File: config.mk
export PLATFORM = sky130hd
export DESIGN_NAME = multicycle_controller
export DESIGN_NICKNAME = d
export VERILOG_FILES = /design/src/rtl/multicycle_controller.sv
export SDC_FILE = /design/constraint.sdc
export NUM_CORES = 1
export LEC_CHECK = 0
export CELL_PAD_IN_SITES_DETAIL_PLACEMENT = 1
export CELL_PAD_IN_SITES_GLOBAL_PLACEMENT = 1
export CORE_MARGIN = 4
export CORE_UTILIZATION = 35
export CTS_BUF_LIST = sky130_fd_sc_hd__clkbuf_8
export DETAILED_ROUTE_END_ITERATION = 8
export PLACE_DENSITY = 0.82
export SLEW_MARGIN = 20
export SYNTH_ARGS = -nofsm -noshare
export SYNTH_HDL_FRONTEND = slang
export SYNTH_SLANG_ARGS = --single-unit
File: constraint.sdc
create_clock -name clk -period 2.2 [get_ports clk]
set_input_delay 0.22 -clock clk [delete_from_list [all_inputs] [get_ports clk]]
set_output_delay 0.22 -clock clk [all_outputs]
set_load 0.02 [all_outputs]
File: src/rtl/multicycle_controller.sv
// Multicycle RV32I control unit: sequences fetch, decode, execute,
// memory and write-back, with a stall timeout and sticky trap.
module multicycle_controller #(
  parameter int WIDTH     = 32,
  parameter int CNT_WIDTH = 32,
  parameter int WAIT_MAX  = 15
) (
  input  logic                 clk,
  input  logic                 rst,
  input  logic [WIDTH-1:0]     ins,
  input  logic                 zero,
  input  logic                 lt,
  input  logic                 ltu,
  input  logic                 mem_ready,
  output logic                 mem_req,
  output logic                 mem_write,
  output logic                 adr_src,
  output logic                 ir_write,
  output logic                 pc_write,
  output logic                 reg_write,
  output logic [1:0]           alu_src_a,
  output logic [1:0]           alu_src_b,
  output logic [3:0]           alu_ctrl,
  output logic [2:0]           imm_src,
  output logic [1:0]           result_src,
  output logic                 trap,
  output logic [CNT_WIDTH-1:0] instret
);

  localparam int WW = (WAIT_MAX < 3) ? 1 : $clog2(WAIT_MAX);
  localparam logic [WW-1:0] W_LIM = WW'(WAIT_MAX - 1);

  localparam logic [6:0] OP_LOAD  = 7'h03;
  localparam logic [6:0] OP_STORE = 7'h23;
  localparam logic [6:0] OP_R     = 7'h33;
  localparam logic [6:0] OP_I     = 7'h13;
  localparam logic [6:0] OP_LUI   = 7'h37;
  localparam logic [6:0] OP_AUIPC = 7'h17;
  localparam logic [6:0] OP_BR    = 7'h63;
  localparam logic [6:0] OP_JAL   = 7'h6F;
  localparam logic [6:0] OP_JALR  = 7'h67;

  localparam logic [3:0] ALU_ADD  = 4'd0;
  localparam logic [3:0] ALU_SUB  = 4'd1;
  localparam logic [3:0] ALU_AND  = 4'd2;
  localparam logic [3:0] ALU_OR   = 4'd3;
  localparam logic [3:0] ALU_XOR  = 4'd4;
  localparam logic [3:0] ALU_SLT  = 4'd5;
  localparam logic [3:0] ALU_SLTU = 4'd6;
  localparam logic [3:0] ALU_SLL  = 4'd7;
  localparam logic [3:0] ALU_SRL  = 4'd8;
  localparam logic [3:0] ALU_SRA  = 4'd9;

  typedef enum logic [3:0] {
    S_FETCH, S_DECODE, S_MEMADR, S_MEMREAD, S_MEMWRITE,
    S_MEMWB, S_EXEC, S_ALUWB, S_BRANCH, S_JUMP, S_HALT
  } state_t;

  state_t               r_state;
  logic [WW-1:0]        r_wait;
  logic [CNT_WIDTH-1:0] r_instret;
  logic                 r_trap;

  logic [6:0] w_op;
  logic [2:0] w_f3;
  logic       w_f7b5;
  logic       w_unused;
  logic       w_is_load, w_is_store, w_is_r, w_is_i;
  logic       w_is_lui, w_is_auipc, w_is_br;
  logic       w_is_jal, w_is_jalr;
  logic       w_is_mem, w_is_alu, w_is_jmp;
  logic       w_stall, w_timeout;
  logic       w_br_take, w_br_bad;
  logic [3:0] w_exec_ctrl;

  assign w_op     = ins[6:0];
  assign w_f3     = ins[14:12];
  assign w_f7b5   = ins[30];
  assign w_unused = ^ins;

  assign w_is_load  = (w_op == OP_LOAD);
  assign w_is_store = (w_op == OP_STORE);
  assign w_is_r     = (w_op == OP_R);
  assign w_is_i     = (w_op == OP_I);
  assign w_is_lui   = (w_op == OP_LUI);
  assign w_is_auipc = (w_op == OP_AUIPC);
  assign w_is_br    = (w_op == OP_BR);
  assign w_is_jal   = (w_op == OP_JAL);
  assign w_is_jalr  = (w_op == OP_JALR);

  assign w_is_mem = w_is_load | w_is_store;
  assign w_is_alu = w_is_r | w_is_i | w_is_lui | w_is_auipc;
  assign w_is_jmp = w_is_jal | w_is_jalr;

  // A stall is any memory-waiting state without completion this cycle.
  assign w_stall = (r_state == S_FETCH || r_state == S_MEMREAD ||
                    r_state == S_MEMWRITE) && !mem_ready;
  assign w_timeout = w_stall && (r_wait == W_LIM);

  // EXEC ALU op: funct7[5] only matters for sub/sra (R) and srai (I).
  always_comb begin
    w_exec_ctrl = ALU_ADD;
    if (w_is_r || w_is_i) begin
      case (w_f3)
        3'd0:    w_exec_ctrl = (w_is_r && w_f7b5) ? ALU_SUB : ALU_ADD;
        3'd1:    w_exec_ctrl = ALU_SLL;
        3'd2:    w_exec_ctrl = ALU_SLT;
        3'd3:    w_exec_ctrl = ALU_SLTU;
        3'd4:    w_exec_ctrl = ALU_XOR;
        3'd5:    w_exec_ctrl = w_f7b5 ? ALU_SRA : ALU_SRL;
        3'd6:    w_exec_ctrl = ALU_OR;
        default: w_exec_ctrl = ALU_AND;
      endcase
    end
  end

  // Branch condition from funct3; funct3 2/3 are not branches.
  always_comb begin
    w_br_take = 1'b0;
    w_br_bad  = 1'b0;
    case (w_f3)
      3'd0:    w_br_take = zero;
      3'd1:    w_br_take = ~zero;
      3'd4:    w_br_take = lt;
      3'd5:    w_br_take = ~lt;
      3'd6:    w_br_take = ltu;
      3'd7:    w_br_take = ~ltu;
      default: w_br_bad  = 1'b1;
    endcase
  end

  // Sequencer: state, stall counter, retire counter and sticky trap.
  always_ff @(posedge clk or posedge rst) begin
    if (rst) begin
      r_state   <= S_FETCH;
      r_wait    <= '0;
      r_instret <= '0;
      r_trap    <= 1'b0;
    end else begin
      r_wait <= (w_stall && !w_timeout) ? r_wait + WW'(1) : '0;
      case (r_state)
        S_FETCH: begin
          if (w_timeout) begin
            r_state <= S_HALT;
            r_trap  <= 1'b1;
          end else if (mem_ready) begin
            r_state <= S_DECODE;
          end
        end
        S_DECODE: begin
          unique case (1'b1)
            w_is_mem: r_state <= S_MEMADR;
            w_is_alu: r_state <= S_EXEC;
            w_is_br:  r_state <= S_BRANCH;
            w_is_jmp: r_state <= S_JUMP;
            default: begin
              r_state <= S_HALT;
              r_trap  <= 1'b1;
            end
          endcase
        end
        S_MEMADR: begin
          r_state <= w_is_store ? S_MEMWRITE : S_MEMREAD;
        end
        S_MEMREAD: begin
          if (w_timeout) begin
            r_state <= S_HALT;
            r_trap  <= 1'b1;
          end else if (mem_ready) begin
            r_state <= S_MEMWB;
          end
        end
        S_MEMWRITE: begin
          if (w_timeout) begin
            r_state <= S_HALT;
            r_trap  <= 1'b1;
          end else if (mem_ready) begin
            r_state   <= S_FETCH;
            r_instret <= r_instret + CNT_WIDTH'(1);
          end
        end
        S_MEMWB, S_ALUWB, S_JUMP: begin
          r_state   <= S_FETCH;
          r_instret <= r_instret + CNT_WIDTH'(1);
        end
        S_EXEC: begin
          r_state <= S_ALUWB;
        end
        S_BRANCH: begin
          if (w_br_bad) begin
            r_state <= S_HALT;
            r_trap  <= 1'b1;
          end else begin
            r_state   <= S_FETCH;
            r_instret <= r_instret + CNT_WIDTH'(1);
          end
        end
        S_HALT: begin
          r_state <= S_HALT;
          r_trap  <= 1'b1;
        end
        default: begin
          r_state <= S_HALT;
          r_trap  <= 1'b1;
        end
      endcase
    end
  end

  assign trap    = r_trap;
  assign instret = r_instret;

  // Datapath controls from state, instruction and flags; all 0 in reset.
  always_comb begin
    mem_req    = 1'b0;
    mem_write  = 1'b0;
    adr_src    = 1'b0;
    ir_write   = 1'b0;
    pc_write   = 1'b0;
    reg_write  = 1'b0;
    alu_src_a  = 2'd0;
    alu_src_b  = 2'd0;
    alu_ctrl   = ALU_ADD;
    imm_src    = 3'd0;
    result_src = 2'd0;
    if (!rst) begin
      case (r_state)
        S_FETCH: begin
          mem_req = 1'b1;
          if (mem_ready) begin
            ir_write  = 1'b1;
            pc_write  = 1'b1;
            alu_src_b = 2'd2;
          end
        end
        S_MEMADR: begin
          alu_src_a = 2'd1;
          alu_src_b = 2'd1;
          imm_src   = w_is_store ? 3'd1 : 3'd0;
        end
        S_MEMREAD: begin
          mem_req = 1'b1;
          adr_src = 1'b1;
        end
        S_MEMWRITE: begin
          mem_req   = 1'b1;
          adr_src   = 1'b1;
          mem_write = 1'b1;
        end
        S_MEMWB: begin
          reg_write  = 1'b1;
          result_src = 2'd1;
        end
        S_EXEC: begin
          alu_ctrl = w_exec_ctrl;
          unique case (1'b1)
            w_is_lui: begin
              alu_src_a = 2'd2;
              alu_src_b = 2'd1;
              imm_src   = 3'd3;
            end
            w_is_auipc: begin
              alu_src_a = 2'd0;
              alu_src_b = 2'd1;
              imm_src   = 3'd3;
            end
            w_is_i: begin
              alu_src_a = 2'd1;
              alu_src_b = 2'd1;
            end
            default: begin
              alu_src_a = 2'd1;
            end
          endcase
        end
        S_ALUWB: begin
          reg_write = 1'b1;
        end
        S_BRANCH: begin
          alu_src_a = 2'd1;
          alu_ctrl  = ALU_SUB;
          imm_src   = 3'd2;
          pc_write  = w_br_take & ~w_br_bad;
        end
        S_JUMP: begin
          reg_write  = 1'b1;
          pc_write   = 1'b1;
          result_src = 2'd2;
          alu_src_b  = 2'd1;
          if (w_is_jalr) begin
            alu_src_a = 2'd1;
          end else begin
            imm_src = 3'd4;
          end
        end
        default: begin
          mem_req = 1'b0;
        end
      endcase
    end
  end

endmodule
==> impl_metrics.env <==
export IMPL_critPathKind="reg -> out"
export IMPL_min_to="r_state[0]"
export IMPL_final_antenna_net_count=0
export IMPL_yosys_area_top_type="dfrtp_1"
export IMPL_cts_root_buffer="clkbuf_8"
export IMPL_grt_usage_pct=18.8
export IMPL_hold_viol=0
export IMPL_crit_required_ns=1.98
export IMPL_drv_cap=0
export IMPL_cts_buffer_depth=2
export IMPL_grt_pass1_vias=2718
export IMPL_clock_sinks=41
export IMPL_cts_hold_buf=0
export IMPL_yosysWarnings=0
export IMPL_r2r_slack_ns=0.11
export IMPL_power_density_nw_per_um2=389
export IMPL_crit_path_end_kind="primary output"
export IMPL_multiInputGateArea_um2=1540
export IMPL_async_reset_ff_share_pct=100
export IMPL_worst_slew_pin_slew_ns=0.560
export IMPL_syn_num_nets=323
export IMPL_drtIter0Drc=116
export IMPL_clkSlewWorstSetupHoldPaths_ns=0.08
export IMPL_fin_crit_sh_pct=98.3
export IMPL_drive_gt1_share_pct=25.2
export IMPL_grt_overflow=0
export IMPL_fillers=854
export IMPL_routed_wl_um=8530
export IMPL_synth_seq_cells=41
export IMPL_crit_fanout=9
export IMPL_instances_no_fill=488
export IMPL_holdWs_ns=0.449
export IMPL_hpwl_um=6280
export IMPL_synth_edf_count=0
export IMPL_synth_area_leaders="dfrtp_1 39%, xnor2_1 10%, nand2_1 3.9%"
export IMPL_arrival_ns=1.94
export IMPL_slew_viol_final=0
export IMPL_io_pins=90
export IMPL_viasPerCell=5.20
export IMPL_area_delta_synth_final_pct=49.7
export IMPL_power_w=0.00153
export IMPL_leakage_nw=1.71
export IMPL_slew_limit_headroom_pct=62.6
export IMPL_synth_most_common_cell="dfrtp_1"
export IMPL_hold_path_class="in -> reg"
export IMPL_finalSetupViolations=0
export IMPL_cts_tree="built"
export IMPL_clock_skew_ns=0.00417
export IMPL_synth_seq_area_share_pct=39.0
export IMPL_min_period_ns=2.16
export IMPL_grtUsageMet3_pct=2.87
export IMPL_synth_distinct_cells=55
export IMPL_wl_per_cell_um=17.5
export IMPL_h_tree_depth=2
export IMPL_antenna_cells=0
export IMPL_insertion_delay_ns=0.30
export IMPL_final_nets=429
export IMPL_chipHeight_um=94.7
export IMPL_portBuffers=68
export IMPL_synth_top_area_share_pct=39.0
export IMPL_irDropWorstVdd_mv=0.296
export IMPL_antenna_found_initial=0
export IMPL_dieArea_um2=8970
export IMPL_busiest_layer="met2"
export IMPL_regToRegEndpoint="instret[28]"
export IMPL_first_pass_iters=4
export IMPL_rows=31
export IMPL_grt_pass1_wl_um=13400
export IMPL_timing_fmax_mhz=462
export IMPL_start_kind="flip-flop"
export IMPL_syn_area_um2=2630
export IMPL_syn_avg_cell_area_um2=9.33
export IMPL_gr_usage_met2_pct=33.1
export IMPL_timing_rr_start="r_state[0]"
export IMPL_die_w_um=94.7
export IMPL_min_from="ins[6]"
export IMPL_place_inst=471
export IMPL_drc=0
export IMPL_vias=2537
export IMPL_seqCellArea_um2=1030
export IMPL_ys_top_cells_by_count="41 x dfrtp_1, 30 x xnor2_1, 27 x nand2_1, 27 x nor2_1, 14 x nand3_1"
export IMPL_coreArea_um2=7290
export IMPL_grt_max_degree=29
export IMPL_syn_inst=282
export IMPL_cts_buffers=5
export IMPL_ys_flop_type="dfrtp_1"
export IMPL_status="finished clean"
export IMPL_gr_usage_met1_pct=23.7
export IMPL_reg2reg_depth=7
export IMPL_start_util_pct=36.1
export IMPL_holdPathStages=4
export IMPL_place_gp_congestion=0.817
==> logic make-up after synthesis <==
logic type                 Yosys count  share of synthesized area (%)
muxes                                3                           1.14
adders and majority gates            3                           1.43
AOI/OAI and AO/OA                   42                           12.0
buffers and inverters               23                           5.19
and+or+nand+nor                    133                           28.6
xor gates and xnor gates            37                           12.6
DFF                                 41                           39.0
==> critical path: stages, from the launching register on <==
cell           delay, ns
dfrtp_1             0.41
buf_8               0.16
inv_1               0.08
nand2_1             0.10
nor2_1              0.19
buf_4               0.17
o21ai_0             0.09
nor2_1              0.09
dlygate4sd2_1       0.34
==> cell type report <==
cell class | count | share of cell area (%)
Clock buffer | 6 | 2.10
Tap cell | 99 | 3.15
Sequential cell | 41 | 26.1
Multi-Input combinational cell | 218 | 39.0
Timing Repair Buffer | 118 | 28.4
Inverter | 4 | 0.381
Clock inverter | 2 | 0.858
==> cell usage in the layout (no fill, tap or decap), types with 4 or more instances in the layout <==
cell / instances
nor3_1: 8
nor2_1: 27
dfrtp_1: 39
clkbuf_8: 6
xor2_1: 6
inv_1: 5
clkdlybuf4s50_1: 43
dlygate4sd2_1: 7
buf_4: 46
nand2b_1: 5
nand3_2: 8
dlymetal6s2s_1: 6
o21ai_0: 7
and3_1: 7
nand2_1: 26
nand3_1: 14
clkdlybuf4s15_2: 5
a21oi_1: 9
xnor2_1: 29
clkbuf_2: 4
and2_1: 4
nand4_1: 10
==> per-layer routing <==
metal  vias up  wire length, um
met2        52             4360
li1       1204                -
met1      1261             3720
met3        20              255
met4         0              191
met5         -                0
==> sequential cells by signal, indices dropped and copies added (netlist names) <==
| name | flops |
|---|---|
| r_state | 4 |
| instret | 32 |
| r_wait | 4 |
| trap | 1 |
==> what timing repair did <==
item,in CTS,in global routing
endpoints found under the setup margin,18,20
resized for setup,45,31
buffers inserted,0,7
gates cloned,0,2
pin swaps,0,7
==> worst max path at each step <==
stage	start	cells after the start	end	slack (ns)
2_1_floorplan	r_state[2]	4	imm_src[0]	0.13
3_3_place_gp	ins[4]	6	imm_src[0]	-0.61
3_5_place_dp	ins[4]	6	imm_src[0]	-0.67
4_1_cts	ins[4]	6	imm_src[0]	-0.19
5_1_grt	r_state[2]	8	reg_write	-0.08
6_report	r_state[2]	8	reg_write	0.04
==> per-stage QoR <==
step	setup TNS (ns)	area (um^2)	utilization, %	setup WS [ns]
2_1_floorplan	0	2640	-	0.134
3_3_place_gp	-4.25	3660	50.2	-0.612
3_5_place_dp	-5.93	3660	50.2	-0.674
4_1_cts	-0.191	3780	51.8	-0.191
5_1_grt	-0.0909	3940	54.0	-0.0764
6_report	0	3940	54.0	0.0376
==> power breakdown <==
part | internal (W) | total, W | switching, W
Combinational | 0.0000690 | 0.000137 | 0.0000683
Sequential | 0.000756 | 0.000762 | 0.00000522
Clock | 0.000365 | 0.000632 | 0.000267
Total | 0.00119 | 0.00153 | 0.000340
(Power assumes the default switching activity.)
